[config.mk]
export PLATFORM = sky130hd
export DESIGN_NAME = alu_issue_buffer
export DESIGN_NICKNAME = d
export VERILOG_FILES = /design/src/rtl/alu_issue_buffer.sv
export SDC_FILE = /design/constraint.sdc
export NUM_CORES = 1
export LEC_CHECK = 0
export CAP_MARGIN = 5
export CORE_ASPECT_RATIO = 1.2
export CORE_MARGIN = 2
export CORE_UTILIZATION = 35
export DETAILED_ROUTE_END_ITERATION = 10
export HOLD_SLACK_MARGIN = 0.08
export SLEW_MARGIN = 15
export SYNTH_ARGS = -nofsm -noshare
export SYNTH_HDL_FRONTEND = slang
export SYNTH_SLANG_ARGS = --single-unit
[constraint.sdc]
create_clock -name clk -period 11.92 [get_ports clk]
set_input_delay 1.788 -clock clk [delete_from_list [all_inputs] [get_ports clk]]
set_output_delay 1.788 -clock clk [all_outputs]
set_load 0.005 [all_outputs]
[src/rtl/alu_issue_buffer.sv]
// Issue buffer in front of a combinational ALU: a FIFO of pending operations,
// a registered result slot toward writeback, and a saturating overflow counter.
module alu_issue_buffer #(
    parameter int DATA_WIDTH = 32,
    parameter int OP_WIDTH   = 4,
    parameter int DEPTH      = 4
) (
    input  logic                  clk,
    input  logic                  rst,
    input  logic                  in_valid,
    output logic                  in_ready,
    input  logic [DATA_WIDTH-1:0] in_src1,
    input  logic [DATA_WIDTH-1:0] in_src2,
    input  logic [OP_WIDTH-1:0]   in_op,
    output logic                  alu_enable,
    output logic [DATA_WIDTH-1:0] alu_src1,
    output logic [DATA_WIDTH-1:0] alu_src2,
    output logic [OP_WIDTH-1:0]   alu_op,
    input  logic [DATA_WIDTH-1:0] alu_result,
    input  logic                  alu_overflow,
    output logic                  out_valid,
    input  logic                  out_ready,
    output logic [DATA_WIDTH-1:0] out_result,
    output logic                  out_overflow,
    output logic [OP_WIDTH-1:0]   out_op,
    output logic [7:0]            ovf_count
);
    localparam int PTR_W = (DEPTH > 1) ? $clog2(DEPTH) : 1;
    localparam int CNT_W = PTR_W + 1;
    localparam logic [CNT_W-1:0] FULL_CNT = CNT_W'(DEPTH);

    logic [DATA_WIDTH-1:0] src1_mem_q [DEPTH];
    logic [DATA_WIDTH-1:0] src1_mem_d [DEPTH];
    logic [DATA_WIDTH-1:0] src2_mem_q [DEPTH];
    logic [DATA_WIDTH-1:0] src2_mem_d [DEPTH];
    logic [OP_WIDTH-1:0]   op_mem_q   [DEPTH];
    logic [OP_WIDTH-1:0]   op_mem_d   [DEPTH];

    logic [PTR_W-1:0]      wr_ptr_q, wr_ptr_d;
    logic [PTR_W-1:0]      rd_ptr_q, rd_ptr_d;
    logic [CNT_W-1:0]      count_q, count_d;
    logic                  out_valid_q, out_valid_d;
    logic [DATA_WIDTH-1:0] out_result_q, out_result_d;
    logic                  out_overflow_q, out_overflow_d;
    logic [OP_WIDTH-1:0]   out_op_q, out_op_d;
    logic [7:0]            ovf_count_q, ovf_count_d;

    logic                  not_empty;
    logic                  push;
    logic                  fire;

    assign not_empty  = (count_q != '0);
    assign in_ready   = (count_q != FULL_CNT);
    assign push       = in_valid & in_ready;
    assign fire       = not_empty & (~out_valid_q | out_ready);
    assign alu_enable = fire;

    // Head operands are gated to zero when empty so the ALU sees a quiet bus.
    assign alu_src1 = not_empty ? src1_mem_q[rd_ptr_q] : '0;
    assign alu_src2 = not_empty ? src2_mem_q[rd_ptr_q] : '0;
    assign alu_op   = not_empty ? op_mem_q[rd_ptr_q]   : '0;

    assign out_valid    = out_valid_q;
    assign out_result   = out_result_q;
    assign out_overflow = out_overflow_q;
    assign out_op       = out_op_q;
    assign ovf_count    = ovf_count_q;

    always_comb begin
        src1_mem_d     = src1_mem_q;
        src2_mem_d     = src2_mem_q;
        op_mem_d       = op_mem_q;
        wr_ptr_d       = wr_ptr_q;
        rd_ptr_d       = rd_ptr_q;
        count_d        = count_q;
        out_valid_d    = out_valid_q;
        out_result_d   = out_result_q;
        out_overflow_d = out_overflow_q;
        out_op_d       = out_op_q;
        ovf_count_d    = ovf_count_q;

        if (push) begin
            src1_mem_d[wr_ptr_q] = in_src1;
            src2_mem_d[wr_ptr_q] = in_src2;
            op_mem_d[wr_ptr_q]   = in_op;
            wr_ptr_d             = wr_ptr_q + 1'b1;
        end

        if (fire) begin
            out_valid_d    = 1'b1;
            out_result_d   = alu_result;
            out_overflow_d = alu_overflow;
            out_op_d       = op_mem_q[rd_ptr_q];
            rd_ptr_d       = rd_ptr_q + 1'b1;
            if (alu_overflow && (ovf_count_q != 8'hFF)) begin
                ovf_count_d = ovf_count_q + 8'd1;
            end
        end else if (out_ready) begin
            out_valid_d = 1'b0;
        end

        case ({push, fire})
            2'b10:   count_d = count_q + 1'b1;
            2'b01:   count_d = count_q - 1'b1;
            default: count_d = count_q;
        endcase
    end

    always_ff @(posedge clk or posedge rst) begin
        if (rst) begin
            for (int i = 0; i < DEPTH; i++) begin
                src1_mem_q[i] <= '0;
                src2_mem_q[i] <= '0;
                op_mem_q[i]   <= '0;
            end
            wr_ptr_q       <= '0;
            rd_ptr_q       <= '0;
            count_q        <= '0;
            out_valid_q    <= 1'b0;
            out_result_q   <= '0;
            out_overflow_q <= 1'b0;
            out_op_q       <= '0;
            ovf_count_q    <= '0;
        end else begin
            src1_mem_q     <= src1_mem_d;
            src2_mem_q     <= src2_mem_d;
            op_mem_q       <= op_mem_d;
            wr_ptr_q       <= wr_ptr_d;
            rd_ptr_q       <= rd_ptr_d;
            count_q        <= count_d;
            out_valid_q    <= out_valid_d;
            out_result_q   <= out_result_d;
            out_overflow_q <= out_overflow_d;
            out_op_q       <= out_op_d;
            ovf_count_q    <= ovf_count_d;
        end
    end
endmodule

Yosys cells after proc, flatten, opt, wreduce, memory -nomap -nowiden. Cells that the tools add are included.

Flip-flop bits (word level): 325. Latch bits: 0. Bits in writable memories: 0. Bits in read-only memories: 0. Output and inout port bits: 116. Memories: 0.

Add/sub/neg operators: 5. Multipliers: 0. Divide/modulo/power cells: 0. Magnitude comparators: 3. Equal/unequal tests: 4. Shifts and indexed selects: 0. Muxes and demuxes: 22. Bitwise gates (word level): 6. Reduce and logical (&&, ||, !) cells: 6.

Operators with widths (number): $bwmux 128 (2); $mux 32 (7); $bmux 32 s2 (2); $demux 32 s2 (1); $bwmux 16 (1); $mux 4 (4); $add 8x1->8 const B (1); $bmux 4 s2 (1); $demux 4 s2 (1); $ne 8x8->1 const B (1); $ge 3x3->1 const B (2); $not 2->3 (2); $pmux 3 s2 (1); $add 2x1->2 const B (2); $reduce_bool 2->1 (2); $add 3x1->3 const B (1); $lt 3x1->1 const B (1); $ne 3x3->1 const B (1); $reduce_bool 3->1 (1); $sub 3x1->3 const B (1); $and 1x1->1 (2); $eq 2x1->1 const B (1); $eq 2x2->1 const B (1); $logic_and 1x1->1 (2); other kinds (4) (5).

Logic depth before layout (Yosys ltp). Gate-level depths: netlist of run 1.

Depth after elaboration: 6. Mapped depth: 11. Mapped depth without buffers: 9.

Worst setup path after synthesis of run 1. OpenSTA, ideal clock, no wires.

Kind: input to output. Start: input out_ready. End: output alu_enable. Data arrival time: 2.385 ns. Slack: 7.747 ns. Cell stages on the path: 4. Cells stage by stage: nand2b_1 > and2_4 > buf_6 > buf_6.

Cells in the longest elaborated chain, start to end: 2.

Ends and longest elaborated chain: start: declaration (line 22) `input logic out_ready,`; $or 1x1->1 (line 55) `assign fire = not_empty & (~out_valid_q | out_ready);`; $and 1x1->1 (line 55); end: declaration (line 15) `output logic alu_enable,`.

No other way between the ends.

Worst setup path after layout of run 1. Same ends and word-level chain as after synthesis.

==> results of run 1 <==
[registers in the layout (all words and copies together) (netlist names)]
| name | cells |
|---|---|
| op_mem_q | 16 |
| count_q | 3 |
| wr_ptr_q | 2 |
| out_result | 32 |
| out_op | 4 |
| ovf_count | 8 |
| out_overflow | 1 |
| rd_ptr_q | 2 |
| src2_mem_q | 128 |
| out_valid | 1 |
| src1_mem_q | 128 |
[layout by cell type (no fill, tap or decap)]
cell	netlist	routed
inv_6	0	1
nand2_1	5	5
dfrtp_1	325	323
mux4_2	68	68
clkinv_2	0	1
mux2_4	115	115
nand3_1	5	5
nor3_1	3	3
clkdlybuf4s50_1	0	220
buf_6	15	1
a21boi_4	1	1
buf_4	0	8
ha_1	6	6
nand2_4	4	4
bufinv_16	0	1
nand4_1	2	2
nand2b_1	2	2
xnor2_1	5	5
xor2_1	6	6
o2111ai_1	1	1
inv_8	0	1
clkinvlp_4	0	2
o21ai_0	2	2
clkbuf_1	7	10
clkbuf_16	0	39
mux2_2	195	195
and2_4	1	1
clkbuf_8	0	11
or3_4	0	1
dfrtp_4	0	2
and2_1	68	68
nor2_1	4	4
nor4_1	1	1
fa_1	1	1
a21oi_1	1	1
inv_1	11	10
mux2i_1	2	2
[worst paths after layout]
| kind | endpoint | from | cells after the start | slack (ps) |
|---|---|---|---|---|
| worst min register to register | src2_mem_q[32]$_DFFE_PP0P_ | src2_mem_q[32]$_DFFE_PP0P_ | 1 | 500 |
| max in group asynchronous | src2_mem_q[35]$_DFFE_PP0P_ | rst | 4 | 7930 |
| min in group asynchronous | out_result[7]$_DFFE_PP0P_ | rst | 2 | 1760 |
| worst min-delay path | src2_mem_q[32]$_DFFE_PP0P_ | src2_mem_q[32]$_DFFE_PP0P_ | 1 | 500 |
| worst max register to register | count_q[2]$_DFFE_PP0P_ | count_q[2]$_DFFE_PP0P_ | 8 | 8710 |
| worst max-delay path | alu_enable | out_ready | 4 | 6330 |
[area by class of cell]
cell class              instances  area (sq um)  share of cell area
clock buffers                  60          1160              0.0624
clock inverters                 5          58.8             0.00315
inverters                      11          48.8             0.00261
multi-input cells             499          6300               0.338
flip-flops and latches        325          8140               0.436
well taps                     546           683              0.0366
repair buffers                229          2270               0.122
[routing by layer]
metal,vias to the layer above,track usage,share of wire
met1,4391,0.205,0.44
met3,46,0.0359,0.055
met4,4,0.0494,0.021
li1,3645,-,-
met2,184,0.250,0.48
met5,-,0,0.00081
[Yosys cell counts (all sizes together)]
| library cell | instances |
|---|---|
| dfrtp | 325 |
| mux2 | 310 |
| and2 | 69 |
| mux4 | 68 |
| buf | 50 |
| inv | 11 |
| nand2 | 9 |
| clkbuf | 7 |
| ha | 6 |
| xor2 | 6 |
| nand3 | 5 |
| xnor2 | 5 |
| nor2 | 4 |
| nor3 | 3 |
| mux2i | 2 |
| nand2b | 2 |
| nand4 | 2 |
| o21ai | 2 |
| a21boi | 1 |
| a21oi | 1 |
| fa | 1 |
| nor4 | 1 |
| o2111ai | 1 |
| or3 | 1 |
[cell families after synthesis]
kind of cell             Yosys count  synth area share
XOR/XNOR                          11           0.00647
adder cells (fa/ha/maj)            7           0.00639
buffers and inverters             68            0.0307
multiplexers                     380             0.368
AO/OA/AOI/OAI                      5           0.00286
AND/OR/NAND/NOR                   96            0.0397
flip-flops                       325             0.546
[power by group through the flow]
| stage | Sequential (W) | Combinational (W) | Clock, W |
|---|---|---|---|
| 2_1_floorplan | 0.00188 | 0.00171 | 0 |
| 3_3_place_gp | 0.00200 | 0.00255 | 0 |
| 3_5_place_dp | 0.00202 | 0.00258 | 0 |
| 4_1_cts | 0.00201 | 0.00259 | 0.00118 |
| 5_1_grt | 0.00208 | 0.00274 | 0.00123 |
| 6_report | 0.00200 | 0.00253 | 0.00114 |
[through the flow]
stage / instances / cell area, sq um / total power [W]
6_report: 1675 / 18700 / 0.00568
5_1_grt: 1675 / 18700 / 0.00604
4_1_cts: 1675 / 18700 / 0.00578
3_5_place_dp: 1610 / 17400 / 0.00460
3_3_place_gp: 1610 / 17400 / 0.00455
2_1_floorplan: 892 / 14900 / 0.00358
[worst max-delay path, stage by stage]
cell and delay [ps]:
clkdlybuf4s50_1 470, nand2b_1 180, and2_4 720, clkdlybuf4s50_1 640
==> impl_metrics.env, run 1 <==
export IMPL_routed_via_density=4.94
export IMPL_htree_levels=2
export IMPL_min_period_over_period=0.469
export IMPL_dr_total_vias=8270
export IMPL_synthDistinctLibCells=29
export IMPL_ir_drop_worst_vdd_mv=0.141
export IMPL_cts_hold_buffers_added=0
export IMPL_path_max_fanout=42
export IMPL_power_per_cell_area_nw_per_um2=304
export IMPL_totalNegativeSetupSlack_ps=0
export IMPL_synth_area_leader_cell="dfrtp_1"
export IMPL_finalMaxSlewViolations=0
export IMPL_worst_min_path_class="register to register"
export IMPL_post_cts_buffers=0
export IMPL_final_hold_violation_count=0
export IMPL_grt_usage=0.154
export IMPL_holdWs_ps=499
export IMPL_post_dp_hpwl_microns=19500
export IMPL_timing_max_slew_rel_slack=0.358
export IMPL_final_layout_size_suffix_gt1_frac=0.400
export IMPL_insertion_delay_ps=550
export IMPL_layout_core_utilization=0.446
export IMPL_finish_net_count=1215
export IMPL_switching_share=0.285
export IMPL_gp_congestion=0.697
export IMPL_numClockSinks=325
export IMPL_die_x_microns=192
export IMPL_maxCapViolCount=0
export IMPL_worst_slack_ps=6330
export IMPL_grt_max_degree=110
export IMPL_die_h_microns=230
export IMPL_design_portCount=221
export IMPL_grt_pass1_vias=9068
export IMPL_grt_antenna_before_repair=2
export IMPL_totalWireLength_microns=33200
export IMPL_dpl_worst_slack_ps=6290
export IMPL_drt_drc_violations_left=0
export IMPL_antenna_violating_nets_post_route=0
export IMPL_maxClockFrequency_ghz=0.179
export IMPL_drt_first_pass_iters=4
export IMPL_internal_power_w=0.00406
export IMPL_timing_critical_path_to_type="output port"
export IMPL_postSynthAreaPerCell_sq_um=16.7
export IMPL_post_cts_resize_count=0
export IMPL_worstSetupPathType="input pin to output port"
export IMPL_inserted_clock_buffers=37
export IMPL_ctsRootBufferMaster="clkbuf_16"
export IMPL_tritoncts_clock_tree="done"
export IMPL_p_switching_w=0.00162
export IMPL_synth_top_cell_area_share=0.546
export IMPL_floorplan_die_area_sq_um=44200
export IMPL_leakage_nw=8.08
export IMPL_share_clk_of_total_power=0.201
export IMPL_power_frac_seq=0.352
export IMPL_synth_ff_latch_count=325
export IMPL_seq_area_frac_synth=0.546
export IMPL_synth_fp_nets=1004
export IMPL_setup_viol=0
export IMPL_rows=82
export IMPL_worst_slew_pin_transition_ps=963
export IMPL_grt_pass1_wl_microns=52900
export IMPL_critPathArrivalTime_ps=3810
export IMPL_layout_area_overhead_vs_synth_pct=25.4
export IMPL_drt_wirelength_per_cell_microns=19.8
export IMPL_setup_repair_after_global_routing_missed_its_margin="no"
export IMPL_status="finished clean"
export IMPL_globalRoute_totalOverflow=0
export IMPL_buffer_ports_inserted=220
export IMPL_filler_cell_count=3812
export IMPL_clock_tree_buffer_depth=3
export IMPL_core_area_sq_um=41900
export IMPL_combinationalPowerShare=0.446
export IMPL_first_iter_violations=374
export IMPL_antenna_cells_inserted=0
export IMPL_clkSlewWorstSetupHoldPaths_ps=60
export IMPL_timing_critical_path_from_type="input pin"
export IMPL_synth_top_cells_by_area="dfrtp_1, mux2_2, mux2_4, mux4_2, and2_1"
export IMPL_min_period_ps=5590
export IMPL_timing_clock_skew_ps=10.1
export IMPL_netlist_area_sq_um=14900
export IMPL_start_util=0.356
export IMPL_required_worst_endpoint_ps=10130
export IMPL_synth_warning_count=0
export IMPL_synthCells=892
Note: power is estimated with default switching activity, not from simulation.
==> run 2, diff against run 1 <==
Clock period 11.92 ns to 5.4 ns, I/O delays scaled along.
==> run 2 against run 1 <==
Sequential share of layout area down 0.13 points. Critical path depth is the same. Power is 120% higher. Highest routed layer unchanged. Worst hold slack worse by 2.1 ps. Final cell count up 0.12%. Via count down 0.75%. Largest power group unchanged. Clock power up 120%. Non-clock buffer count grew 3. Clock-buffer cell count down 13. Global-route usage grew 0.10 points.
==> impl_metrics.env, run 2 (synthesized netlist as in run 1, its figures left out) <==
export IMPL_status="finished clean"
export IMPL_drt_first_pass_iters=4
export IMPL_dpl_cell_area_sq_um=17500
export IMPL_min_period_over_period=0.740
export IMPL_post_cts_resize_count=0
export IMPL_core_area_sq_um=41900
export IMPL_power_per_cell_area_nw_per_um2=672
export IMPL_holdWs_ps=497
export IMPL_cp_num_buf_inv=2
export IMPL_timing_clock_skew_ps=9.14
export IMPL_post_dp_hpwl_microns=20300
export IMPL_numClockSinks=325
export IMPL_start_util=0.356
export IMPL_cts_hold_buffers_added=0
export IMPL_maxClockFrequency_ghz=0.250
export IMPL_grt_use_met1=0.204
export IMPL_htree_levels=2
export IMPL_ctsRootBufferMaster="clkbuf_16"
export IMPL_timing_critical_path_from_type="register"
export IMPL_ir_drop_worst_vdd_mv=0.359
export IMPL_layout_area_overhead_vs_synth_pct=25.8
export IMPL_finish_net_count=1218
export IMPL_drt_wirelength_per_cell_microns=20.0
export IMPL_gp_congestion=0.700
export IMPL_maxCapViolCount=0
export IMPL_layout_cells_non_filler=1677
export IMPL_path_max_fanout=49
export IMPL_antenna_cells_inserted=0
export IMPL_setup_viol=0
export IMPL_critical_path_cell_by_cell="buf_4, mux4_2, and2_1, clkdlybuf4s50_1"
export IMPL_worst_slew_pin_transition_ps=994
export IMPL_post_cts_buffers=0
export IMPL_most_common_layout_cells="dfrtp_1, clkdlybuf4s50_1, mux2_2, mux2_4"
export IMPL_dr_total_vias=8208
export IMPL_totalWireLength_microns=33500
export IMPL_timing_max_slew_rel_slack=0.337
export IMPL_inserted_clock_buffers=37
export IMPL_globalRoute_totalOverflow=0
export IMPL_grt_usage=0.155
export IMPL_grt_antenna_before_repair=2
export IMPL_finalMaxSlewViolations=0
export IMPL_setup_repair_after_global_routing_missed_its_margin="no"
export IMPL_tritoncts_clock_tree="done"
export IMPL_insertion_delay_ps=510
export IMPL_use_met2=0.256
export IMPL_place_detailed_instances=1613
export IMPL_worst_min_path_class="register to register"
export IMPL_die_x_microns=192
export IMPL_critPathArrivalTime_ps=3190
export IMPL_grt_pass1_vias=9232
export IMPL_timing_critical_path_to_type="output port"
export IMPL_floorplan_die_area_sq_um=44200
export IMPL_buffer_ports_inserted=220
export IMPL_routed_via_density=4.89
export IMPL_clock_tree_buffer_depth=3
export IMPL_final_design_area_no_fill_sq_um=18700
export IMPL_layout_cells_most_common="dfrtp_1"
export IMPL_area_of_the_multi_input_gates_sq_um=6300
export IMPL_final_layout_size_suffix_gt1_frac=0.408
export IMPL_first_iter_violations=221
export IMPL_final_hold_violation_count=0
export IMPL_critPathTopFamily="flip-flops"
export IMPL_crit_path_max_incr_delay_ps=1070
export IMPL_global_route_peak_usage_layer="met2"
export IMPL_fin_total_pwr_w=0.0126
export IMPL_grt_pass1_wl_microns=53600
export IMPL_totalNegativeSetupSlack_ps=0
export IMPL_globalRouteMet3Util=0.0385
export IMPL_timing_critical_path_slowest_stage_cell="dfrtp_4"
export IMPL_leakage_nw=8.11
export IMPL_grt_max_degree=129
export IMPL_min_period_ps=4000
export IMPL_rows=82
export IMPL_design_portCount=221
export IMPL_required_worst_endpoint_ps=4590
export IMPL_seqCellArea_sq_um=8140
export IMPL_die_h_microns=230
export IMPL_drt_drc_violations_left=0
export IMPL_clkSlewWorstSetupHoldPaths_ps=60
export IMPL_antenna_violating_nets_post_route=0
export IMPL_filler_cell_count=3778
export IMPL_worstSetupPathType="register to output port"
## run 2: cell types whose count changed in the layout (fill, tap and decap cells not counted), moves of 2 or more
| cell | change |
|---|---|
| clkinv_2 | +8 |
| clkbuf_1 | -7 |
| clkbuf_8 | -4 |
| buf_12 | +3 |
| bufinv_16 | +3 |
| clkbuf_16 | -2 |
## run 2: area by class of cell
class / instances / area share
Inverter: 11 / 0.00240
Multi-Input combinational cell: 499 / 0.336
Tap cell: 546 / 0.0365
Sequential cell: 325 / 0.435
Timing Repair Buffer: 232 / 0.124
Clock inverter: 17 / 0.0106
Clock buffer: 47 / 0.0552
## run 2: worst reg2reg max path: cells and delay by family, from the launching register on
family | cells | cell delay, ps
XOR/XNOR | 2 | 310
adder cells (fa/ha/maj) | 2 | 580
flip-flops | 1 | 430
AND/OR/NAND/NOR | 3 | 1010
buffers and inverters | 2 | 560
## run 2: report_power, final
part / total (W) / leakage, nW / switching, W / internal (W)
Sequential: 0.00451 / 3.85 / 0.000841 / 0.00367
Clock: 0.00255 / 0.610 / 0.00101 / 0.00155
Combinational: 0.00553 / 3.65 / 0.00174 / 0.00379
## run 2: final timing paths
check	from	end	slack [ps]	cells past startpoint
min in group asynchronous	rst	op_mem_q[10]$_DFFE_PP0P_	810	3
worst min-delay path	src2_mem_q[37]$_DFFE_PP0P_	src2_mem_q[37]$_DFFE_PP0P_	500	1
max in group asynchronous	rst	src1_mem_q[93]$_DFFE_PP0P_	3480	4
worst min register to register	src2_mem_q[37]$_DFFE_PP0P_	src2_mem_q[37]$_DFFE_PP0P_	500	1
worst max register to register	count_q[2]$_DFFE_PP0P_	count_q[2]$_DFFE_PP0P_	2440	9
worst max-delay path	rd_ptr_q[0]$_DFFE_PP0P_	alu_src1[9]	1400	4
## run 2: per-stage QoR
stage | setup slack (ps) | util
6_report | 1400 | 0.447
5_1_grt | 1190 | 0.447
4_1_cts | 1280 | 0.447
3_5_place_dp | 1860 | 0.418
3_3_place_gp | 1860 | 0.418
2_1_floorplan | 253 | -
## run 2: metal layers
layer / vias up / share of wire
met5: - / 0.00081
li1: 3651 / -
met3: 47 / 0.058
met1: 4332 / 0.43
met4: 4 / 0.020
met2: 174 / 0.49
